### src/rtl/branch_target_buffer.sv
// rtl/branch_target_buffer.sv - direct-mapped BTB with saturating direction counters
// Combinational lookup from registered entries; ID-stage training; multi-cycle invalidate-all.
module branch_target_buffer #(
  parameter int ENTRIES = 16,
  parameter int ADDR_W  = 32,
  parameter int CNT_W   = 2
) (
  input  logic              clk_i,
  input  logic              rst_i,
  input  logic [ADDR_W-1:0] lookup_pc_i,
  output logic              hit_o,
  output logic              pred_taken_o,
  output logic [ADDR_W-1:0] pred_target_o,
  input  logic              upd_valid_i,
  input  logic [ADDR_W-1:0] upd_pc_i,
  input  logic              upd_taken_i,
  input  logic [ADDR_W-1:0] upd_target_i,
  input  logic              clear_i,
  output logic              busy_o
);

  localparam int IDX_W = $clog2(ENTRIES);
  localparam int TAG_W = ADDR_W - IDX_W - 2;
  localparam logic [CNT_W-1:0] CNT_MAX = {CNT_W{1'b1}};
  localparam logic [CNT_W-1:0] CNT_WT  = CNT_W'(1) << (CNT_W - 1);

  localparam logic [0:0] S_IDLE  = 1'b0;
  localparam logic [0:0] S_CLEAR = 1'b1;

  logic [0:0]         state_q, state_d;
  logic [IDX_W-1:0]   clr_idx_q, clr_idx_d;
  logic [ENTRIES-1:0] valid_q, valid_d;

  logic [TAG_W-1:0]  tag_q    [ENTRIES];
  logic [ADDR_W-1:0] target_q [ENTRIES];
  logic [CNT_W-1:0]  cnt_q    [ENTRIES];

  logic [IDX_W-1:0] lk_idx, up_idx;
  logic [TAG_W-1:0] lk_tag, up_tag;
  logic             up_en, up_hit;
  logic             unused_pc_lsbs;

  assign lk_idx = lookup_pc_i[IDX_W+1:2];
  assign lk_tag = lookup_pc_i[ADDR_W-1:IDX_W+2];
  assign up_idx = upd_pc_i[IDX_W+1:2];
  assign up_tag = upd_pc_i[ADDR_W-1:IDX_W+2];
  assign unused_pc_lsbs = ^upd_pc_i[1:0];

  assign busy_o = (state_q == S_CLEAR);
  assign up_en  = upd_valid_i & ~busy_o;
  assign up_hit = valid_q[up_idx] & (tag_q[up_idx] == up_tag);

  assign hit_o         = ~busy_o & valid_q[lk_idx] & (tag_q[lk_idx] == lk_tag);
  assign pred_taken_o  = hit_o & cnt_q[lk_idx][CNT_W-1];
  assign pred_target_o = pred_taken_o ? target_q[lk_idx] : lookup_pc_i + ADDR_W'(4);

  always_comb begin
    state_d   = state_q;
    clr_idx_d = clr_idx_q;
    valid_d   = valid_q;
    case (state_q)
      S_IDLE: begin
        if (up_en && upd_taken_i) valid_d[up_idx] = 1'b1;
        if (clear_i) begin
          state_d   = S_CLEAR;
          clr_idx_d = '0;
        end
      end
      default: begin
        // clear_i is ignored here so an in-flight sweep is never restarted
        valid_d[clr_idx_q] = 1'b0;
        clr_idx_d          = clr_idx_q + 1'b1;
        if (clr_idx_q == IDX_W'(ENTRIES - 1)) state_d = S_IDLE;
      end
    endcase
  end

  always_ff @(posedge clk_i or negedge rst_i) begin
    if (!rst_i) begin
      state_q   <= S_IDLE;
      clr_idx_q <= '0;
      valid_q   <= '0;
    end else begin
      state_q   <= state_d;
      clr_idx_q <= clr_idx_d;
      valid_q   <= valid_d;
    end
  end

  // Payload is only meaningful while valid, so it carries no reset.
  always_ff @(posedge clk_i) begin
    if (up_en && upd_taken_i) begin
      tag_q[up_idx]    <= up_tag;
      target_q[up_idx] <= upd_target_i;
      if (!up_hit)
        cnt_q[up_idx] <= CNT_WT;
      else if (cnt_q[up_idx] != CNT_MAX)
        cnt_q[up_idx] <= cnt_q[up_idx] + 1'b1;
    end else if (up_en && up_hit && (cnt_q[up_idx] != '0)) begin
      cnt_q[up_idx] <= cnt_q[up_idx] - 1'b1;
    end
  end

endmodule
### config.mk
export PLATFORM = sky130hd
export DESIGN_NAME = branch_target_buffer
export DESIGN_NICKNAME = d
export VERILOG_FILES = /design/src/rtl/branch_target_buffer.sv
export SDC_FILE = /design/constraint.sdc
export NUM_CORES = 1
export LEC_CHECK = 0
export BUFFER_PORTS_ARGS = -buffer_cell sky130_fd_sc_hd__buf_4
export CORE_ASPECT_RATIO = 0.75
export CORE_MARGIN = 5
export CORE_UTILIZATION = 47
export DETAILED_ROUTE_END_ITERATION = 7
export SYNTH_ARGS = -nofsm -noshare
export SYNTH_HDL_FRONTEND = slang
export SYNTH_SLANG_ARGS = --single-unit
### constraint.sdc
create_clock -name clk_i -period 3.99 [get_ports clk_i]
set_input_delay 0.1995 -clock clk_i [delete_from_list [all_inputs] [get_ports clk_i]]
set_output_delay 0.1995 -clock clk_i [all_outputs]
set_load 0.05 [all_outputs]
==> results of run 1 <==
## kinds of logic (layout without fill, tap and decap cells)
kind of cell	after synthesis	after routing	share of synthesized area [%]
flip-flops	981	981	66.9
other	0	4	0
buffers and inverters	187	642	2.16
adder cells (fa/ha/maj)	7	7	0.200
XOR/XNOR	69	69	1.38
AND/OR/NAND/NOR	264	264	2.97
multiplexers	568	568	23.4
AO/OA/AOI/OAI	180	180	3.00
## worst min-delay path, delay by kind of cell
family,cells,cell delay [ps]
buffers and inverters,2,310
AND/OR/NAND/NOR,2,220
## cells in the final DEF, fill, tap and decap left out, drive strengths merged, types with 4 or more instances in the layout
cell type | synthesis | final
a211oi | 6 | 6
a21oi | 13 | 13
a221oi | 12 | 12
a22o | 9 | 9
a22oi | 28 | 28
a31oi | 7 | 7
and2 | 7 | 7
and3 | 6 | 6
buf | 91 | 360
bufinv | 0 | 8
clkbuf | 47 | 116
clkinv | 0 | 48
dfrtp | 21 | 21
diode | 0 | 4
dlygate4sd3 | 0 | 61
edfxtp | 960 | 960
ha | 7 | 7
inv | 49 | 46
mux2 | 43 | 43
mux2i | 175 | 175
mux4 | 350 | 350
nand2 | 105 | 105
nand2b | 11 | 11
nand3 | 23 | 23
nand4 | 11 | 11
nor2 | 36 | 36
nor2b | 12 | 12
nor3 | 20 | 20
nor4 | 4 | 4
o2111ai | 5 | 5
o211ai | 4 | 4
o21ai | 31 | 31
o22a | 9 | 9
o22ai | 16 | 16
o31ai | 8 | 8
or4 | 4 | 4
xnor2 | 43 | 43
xor2 | 26 | 26
## routing by layer
layer | global-route usage, % | wire, um | vias to the layer above
li1 | - | - | 10200
met2 | 39.4 | 59000 | 1368
met3 | 6.93 | 14100 | 166
met4 | 5.25 | 2520 | 6
met1 | 40.2 | 57100 | 13500
met5 | 0 | 28 | -
## power breakdown
part	switching (mW)	total [mW]	internal, mW
logic	1.34	2.35	1.01
registers	0.0972	11.5	11.4
clock network	3.93	8.96	5.03
## path summary, 6_finish.rpt
check	end	from	slack (ps)	depth (start not counted)
max	pred_target_o[18]	tag_q[8][4]$_DFFE_PP_	-620	11
min	cnt_q[1][1]$_DFFE_PP_	upd_valid_i	190	4
max reg2reg	cnt_q[4][1]$_DFFE_PP_	tag_q[10][0]$_DFFE_PP_	230	9
min reg2reg	valid_q[12]$_DFFE_PN0P_	valid_q[12]$_DFFE_PN0P_	540	1
max in group asynchronous	valid_q[7]$_DFFE_PN0P_	rst_i	2610	3
min in group asynchronous	valid_q[2]$_DFFE_PN0P_	rst_i	790	3
## sequential cells by signal (all words and copies together), names as in the netlist
name / count
tag_q: 416
busy_o: 1
valid_q: 16
target_q: 512
cnt_q: 32
clr_idx_q: 4
## final cells by class
type / instances / area, sq um
well taps: 1237 / 1550
clock inverters: 56 / 564
flip-flops and latches: 981 / 29400
inverters: 49 / 219
diodes: 4 / 10.0
multi-input cells: 1088 / 13700
fillers: 7103 / 41000
repair buffers: 422 / 4070
clock buffers: 115 / 2510
## repair_timing
action,in CTS,in global routing
gates resized for setup,56,12
setup endpoints to repair,34,34
pin swaps,4,1
gates cloned,2,1
setup buffers,1,3
hold endpoints to repair,954,0
hold buffers,61,0
==> flow_metrics.env, run 1 <==
export IMPL_start_util_pct=47.2
export IMPL_fin_nets=2746
export IMPL_area_growth_pct=18.5
export IMPL_total_power_mw=22.8
export IMPL_synth_flop_cell="edfxtp_1"
export IMPL_tns_ps=-18990
export IMPL_path_delay_family="simple AND/OR/NAND/NOR gates"
export IMPL_wire_per_inst_um=33.6
export IMPL_totalWireLength_mm=133
export IMPL_setup_viol=34
export IMPL_grt_pass1_vias=25200
export IMPL_criticalPathCategory="reg2out"
export IMPL_drc=0
export IMPL_viasPerCell=6.38
export IMPL_drv_cap=0
export IMPL_cts_tree="yes"
export IMPL_vdd_drop_max_uv=352
export IMPL_cts_buffer_depth=3
export IMPL_synth_avg_cell_area_sq_um=19.4
export IMPL_timing_hold_violations_final=0
export IMPL_pre_cts_ws_ps=-237
export IMPL_ys_top_cells_by_area="edfxtp_1 (66%), mux4_2 (18%), mux2i_1 (4.0%), dfrtp_1 (1.2%), mux2_4 (0.99%)"
export IMPL_hold_path_class="in2reg"
export IMPL_ys_warn_count=0
export IMPL_slowest_delay_ps=670
export IMPL_worstPathRequired_ps=3790
export IMPL_finalCritPeriodShare_pct=116
export IMPL_ant_nets=0
export IMPL_fmax_mhz=217
export IMPL_grt_max_degree=94
export IMPL_dp_cells=3709
export IMPL_die_h_um=275
export IMPL_p_leak_nw=17.7
export IMPL_syn_area_sq_um=43800
export IMPL_synth_common_cells="edfxtp_1 (960), mux4_2 (347), mux2i_1 (175)"
export IMPL_rows=97
export IMPL_fin_crit_ps=4610
export IMPL_antenna_found_initial=7
export IMPL_rsz0062_at_grt="true"
export IMPL_drtIter0Drc=3343
export IMPL_cts_buffers=96
export IMPL_root_buffer="clkbuf_16"
export IMPL_yosys_area_top_type="edfxtp_1"
export IMPL_dr_pass1_iters=6
export IMPL_synth_top_area_share_pct=65.7
export IMPL_crit_fanout=8
export IMPL_dieWidth_um=363
export IMPL_relSlewSlack_pct=34.9
export IMPL_finalMaxSlewViolations=0
export IMPL_clock_latency_ps=680
export IMPL_htree_levels=3
export IMPL_stdcell_count=3952
export IMPL_design_area_sq_um=52000
export IMPL_setup_ws_ps=-620
export IMPL_synth_most_common_cell="edfxtp_1"
export IMPL_async_flop_share_pct=2.14
export IMPL_synth_edf_count=960
export IMPL_placed_area_sq_um=47900
export IMPL_track_usage_pct=26.5
export IMPL_yosysSeqAreaShare_pct=66.9
export IMPL_clock_sinks=981
export IMPL_worst_ep_arrival_time_ps=4410
export IMPL_path_clk_slew_ps=70
export IMPL_final_core_util_pct=55.9
export IMPL_grt_pass1_wl_mm=187
export IMPL_syn_instance_count=2256
export IMPL_syn_nets=2364
export IMPL_dp_final_hpwl_mm=84.4
export IMPL_core_area_sq_um=93000
export IMPL_whs_ps=189
export IMPL_endpoint_kind="primary output"
export IMPL_io_pins=136
export IMPL_power_density_nw_per_um2=439
export IMPL_ys_ff_latch=981
export IMPL_path_cells="mux4_2 -> mux2_4 -> a22oi_2 -> xor2_1 -> buf_4 -> o21ai_2 -> or4_4 -> or4_4 -> clkbuf_16 -> mux2_4 -> buf_6"
export IMPL_status="finished with violations"
export IMPL_startpoint_type="flop"
export IMPL_violations="negative setup slack"
export IMPL_grt_overflow_total=0
export IMPL_die_area_sq_um=99600
export IMPL_cp_slowest_cell="or4_4"
export IMPL_clock_skew_ps=24.9
export IMPL_path_buf_inv=3
export IMPL_worstMarginPinSlew_ps=973
export IMPL_numPortBuffers=133
export IMPL_num_vias=25200
export IMPL_synth_cell_types=76
export IMPL_gp_congestion=0.928
export IMPL_drive_above_1_share_pct=34.3
No activity file was read; power rests on OpenSTA's default activity.
==> run 2, diff against run 1 <==
Settings changed: TNS_END_PERCENT set to 10.
==> flow_metrics.env, run 2 (synthesized netlist as in run 1, its figures left out) <==
export IMPL_worstMarginPinSlew_ps=1000
export IMPL_power_density_nw_per_um2=438
export IMPL_fin_crit_ps=4560
export IMPL_numPortBuffers=133
export IMPL_path_delay_family="simple AND/OR/NAND/NOR gates"
export IMPL_cts_buffers=98
export IMPL_worstPathRequired_ps=3790
export IMPL_violations="negative setup slack"
export IMPL_register_area_sq_um=29400
export IMPL_drtIter0Drc=3122
export IMPL_path_buf_inv=4
export IMPL_grt_max_degree=100
export IMPL_drive_above_1_share_pct=34.2
export IMPL_slowest_delay_ps=620
export IMPL_placed_area_sq_um=47800
export IMPL_setup_ws_ps=-572
export IMPL_cts_buffer_depth=3
export IMPL_endpoint_kind="primary output"
export IMPL_whs_ps=150
export IMPL_dieWidth_um=363
export IMPL_multi_input_area_sq_um=13700
export IMPL_rows=97
export IMPL_startpoint_type="flop"
export IMPL_path_clk_slew_ps=60
export IMPL_grt_pass1_wl_mm=188
export IMPL_drv_cap=0
export IMPL_root_buffer="clkbuf_16"
export IMPL_rsz0062_at_grt="true"
export IMPL_ant_nets=0
export IMPL_num_vias=25300
export IMPL_criticalPathCategory="reg2out"
export IMPL_finalMaxSlewViolations=0
export IMPL_reg_largest_list="target_q (512), tag_q (416), cnt_q (32)"
export IMPL_cts_tree="yes"
export IMPL_drc=0
export IMPL_die_area_sq_um=99600
export IMPL_finalCritPeriodShare_pct=114
export IMPL_die_h_um=275
export IMPL_fillers=7169
export IMPL_total_power_mw=22.7
export IMPL_worst_ep_arrival_time_ps=4360
export IMPL_io_pins=136
export IMPL_fmax_mhz=219
export IMPL_largest_reg_flops=512
export IMPL_final_common_cell="edfxtp_1"
export IMPL_relSlewSlack_pct=33.1
export IMPL_p_leak_nw=17.6
export IMPL_grt_pass1_vias=25000
export IMPL_vdd_drop_max_uv=387
export IMPL_setup_viol=33
export IMPL_htree_levels=3
export IMPL_wire_per_inst_um=33.7
export IMPL_area_growth_pct=18.1
export IMPL_core_area_sq_um=93000
export IMPL_clock_sinks=981
export IMPL_dr_pass1_iters=6
export IMPL_track_usage_pct=26.7
export IMPL_cp_slowest_cell="or4_4"
export IMPL_viasPerCell=6.39
export IMPL_hold_path_class="in2reg"
export IMPL_crit_fanout=8
export IMPL_antenna_found_initial=11
export IMPL_clock_latency_ps=680
export IMPL_top_register="target_q"
export IMPL_final_cell_mix="edfxtp_1 (960), mux4_2 (347), buf_4 (274), mux2i_1 (170), nand2_1 (105)"
export IMPL_design_area_sq_um=51800
export IMPL_clock_skew_ps=11.7
export IMPL_gp_congestion=0.962
export IMPL_start_util_pct=47.2
export IMPL_status="finished with violations"
export IMPL_path_cells="mux4_2 -> mux2_4 -> a22oi_2 -> buf_4 -> xor2_1 -> buf_4 -> o21ai_2 -> or4_4 -> or4_4 -> buf_6 -> mux2_4 -> buf_8"
export IMPL_dp_final_hpwl_mm=86.0
export IMPL_timing_hold_violations_final=0
export IMPL_grt_overflow_total=0
export IMPL_totalWireLength_mm=133
export IMPL_fin_nets=2741
-- run 2: changes by cell type in the layout (fill, tap and decap cells not counted), sizes merged --
cell	change
buf	-6
diode	+1
inv	-2
clkinv	+11
clkbuf	+3
bufinv	-4
-- run 2: through the flow --
stage / setup WS, ps / util [%] / setup TNS, ps / std cells
after CTS: -757 / 55.7 / -22860 / 3953
after detailed placement: -363 / 51.4 / -17770 / 3705
after global routing: -683 / 55.7 / -22030 / 3951
after global placement: -328 / 51.4 / -16740 / 3705
after floorplan: -161 / - / -2590 / 2256
final: -572 / 55.7 / -18000 / 3955
-- run 2: path summary, 6_finish.rpt --
kind	depth (start not counted)	start	end	slack, ps
worst max-delay path	12	tag_q[12][4]$_DFFE_PP_	pred_target_o[18]	-570
worst min-delay path	5	upd_taken_i	valid_q[14]$_DFFE_PN0P_	150
worst max register to register	11	tag_q[8][22]$_DFFE_PP_	cnt_q[5][0]$_DFFE_PP_	130
worst min register to register	2	valid_q[14]$_DFFE_PN0P_	valid_q[14]$_DFFE_PN0P_	540
max in group asynchronous	3	rst_i	valid_q[14]$_DFFE_PN0P_	2570
min in group asynchronous	3	rst_i	valid_q[4]$_DFFE_PN0P_	810
-- run 2: area by class of cell --
cell class / instances / share of cell area, %
Tap cell: 1237 / 2.99
Sequential cell: 981 / 56.7
Multi-Input combinational cell: 1088 / 26.4
Clock inverter: 61 / 0.824
Antenna cell: 5 / 0.0242
Timing Repair Buffer: 415 / 7.59
Inverter: 49 / 0.421
Clock buffer: 119 / 5.05
-- run 2: metal layers --
metal | part of all wire (%) | wire [um] | global-route usage, % | vias up
met5 | 0.049 | 66 | 0 | -
met4 | 1.9 | 2530 | 4.75 | 10
met3 | 9.8 | 13100 | 6.60 | 182
met2 | 45 | 59800 | 40.1 | 1357
met1 | 43 | 57900 | 40.6 | 13500
li1 | - | - | - | 10200
-- run 2: timing repair --
action / CTS / global route
cloned: 3 / 0
setup endpoints to repair: 34 / 50
buffers inserted: 4 / 0
pin swaps: 4 / 3
gates resized for setup: 57 / 13
hold buffers: 61 / 0
endpoints found under the hold margin: 954 / 0
-- run 2: power by group --
part           total, mW  internal (mW)  leakage [nW]  switching (mW)
logic               2.33           1.00          7.13            1.33
registers           11.5           11.4          8.98          0.0988
clock network       8.82           4.92          1.50            3.90
-- run 2: tightest hold or removal path, stage by stage --
cell and delay, ps:
buf_4 120, nand2_1 140, nor2_1 110, nand2_1 150
nand2_1 60
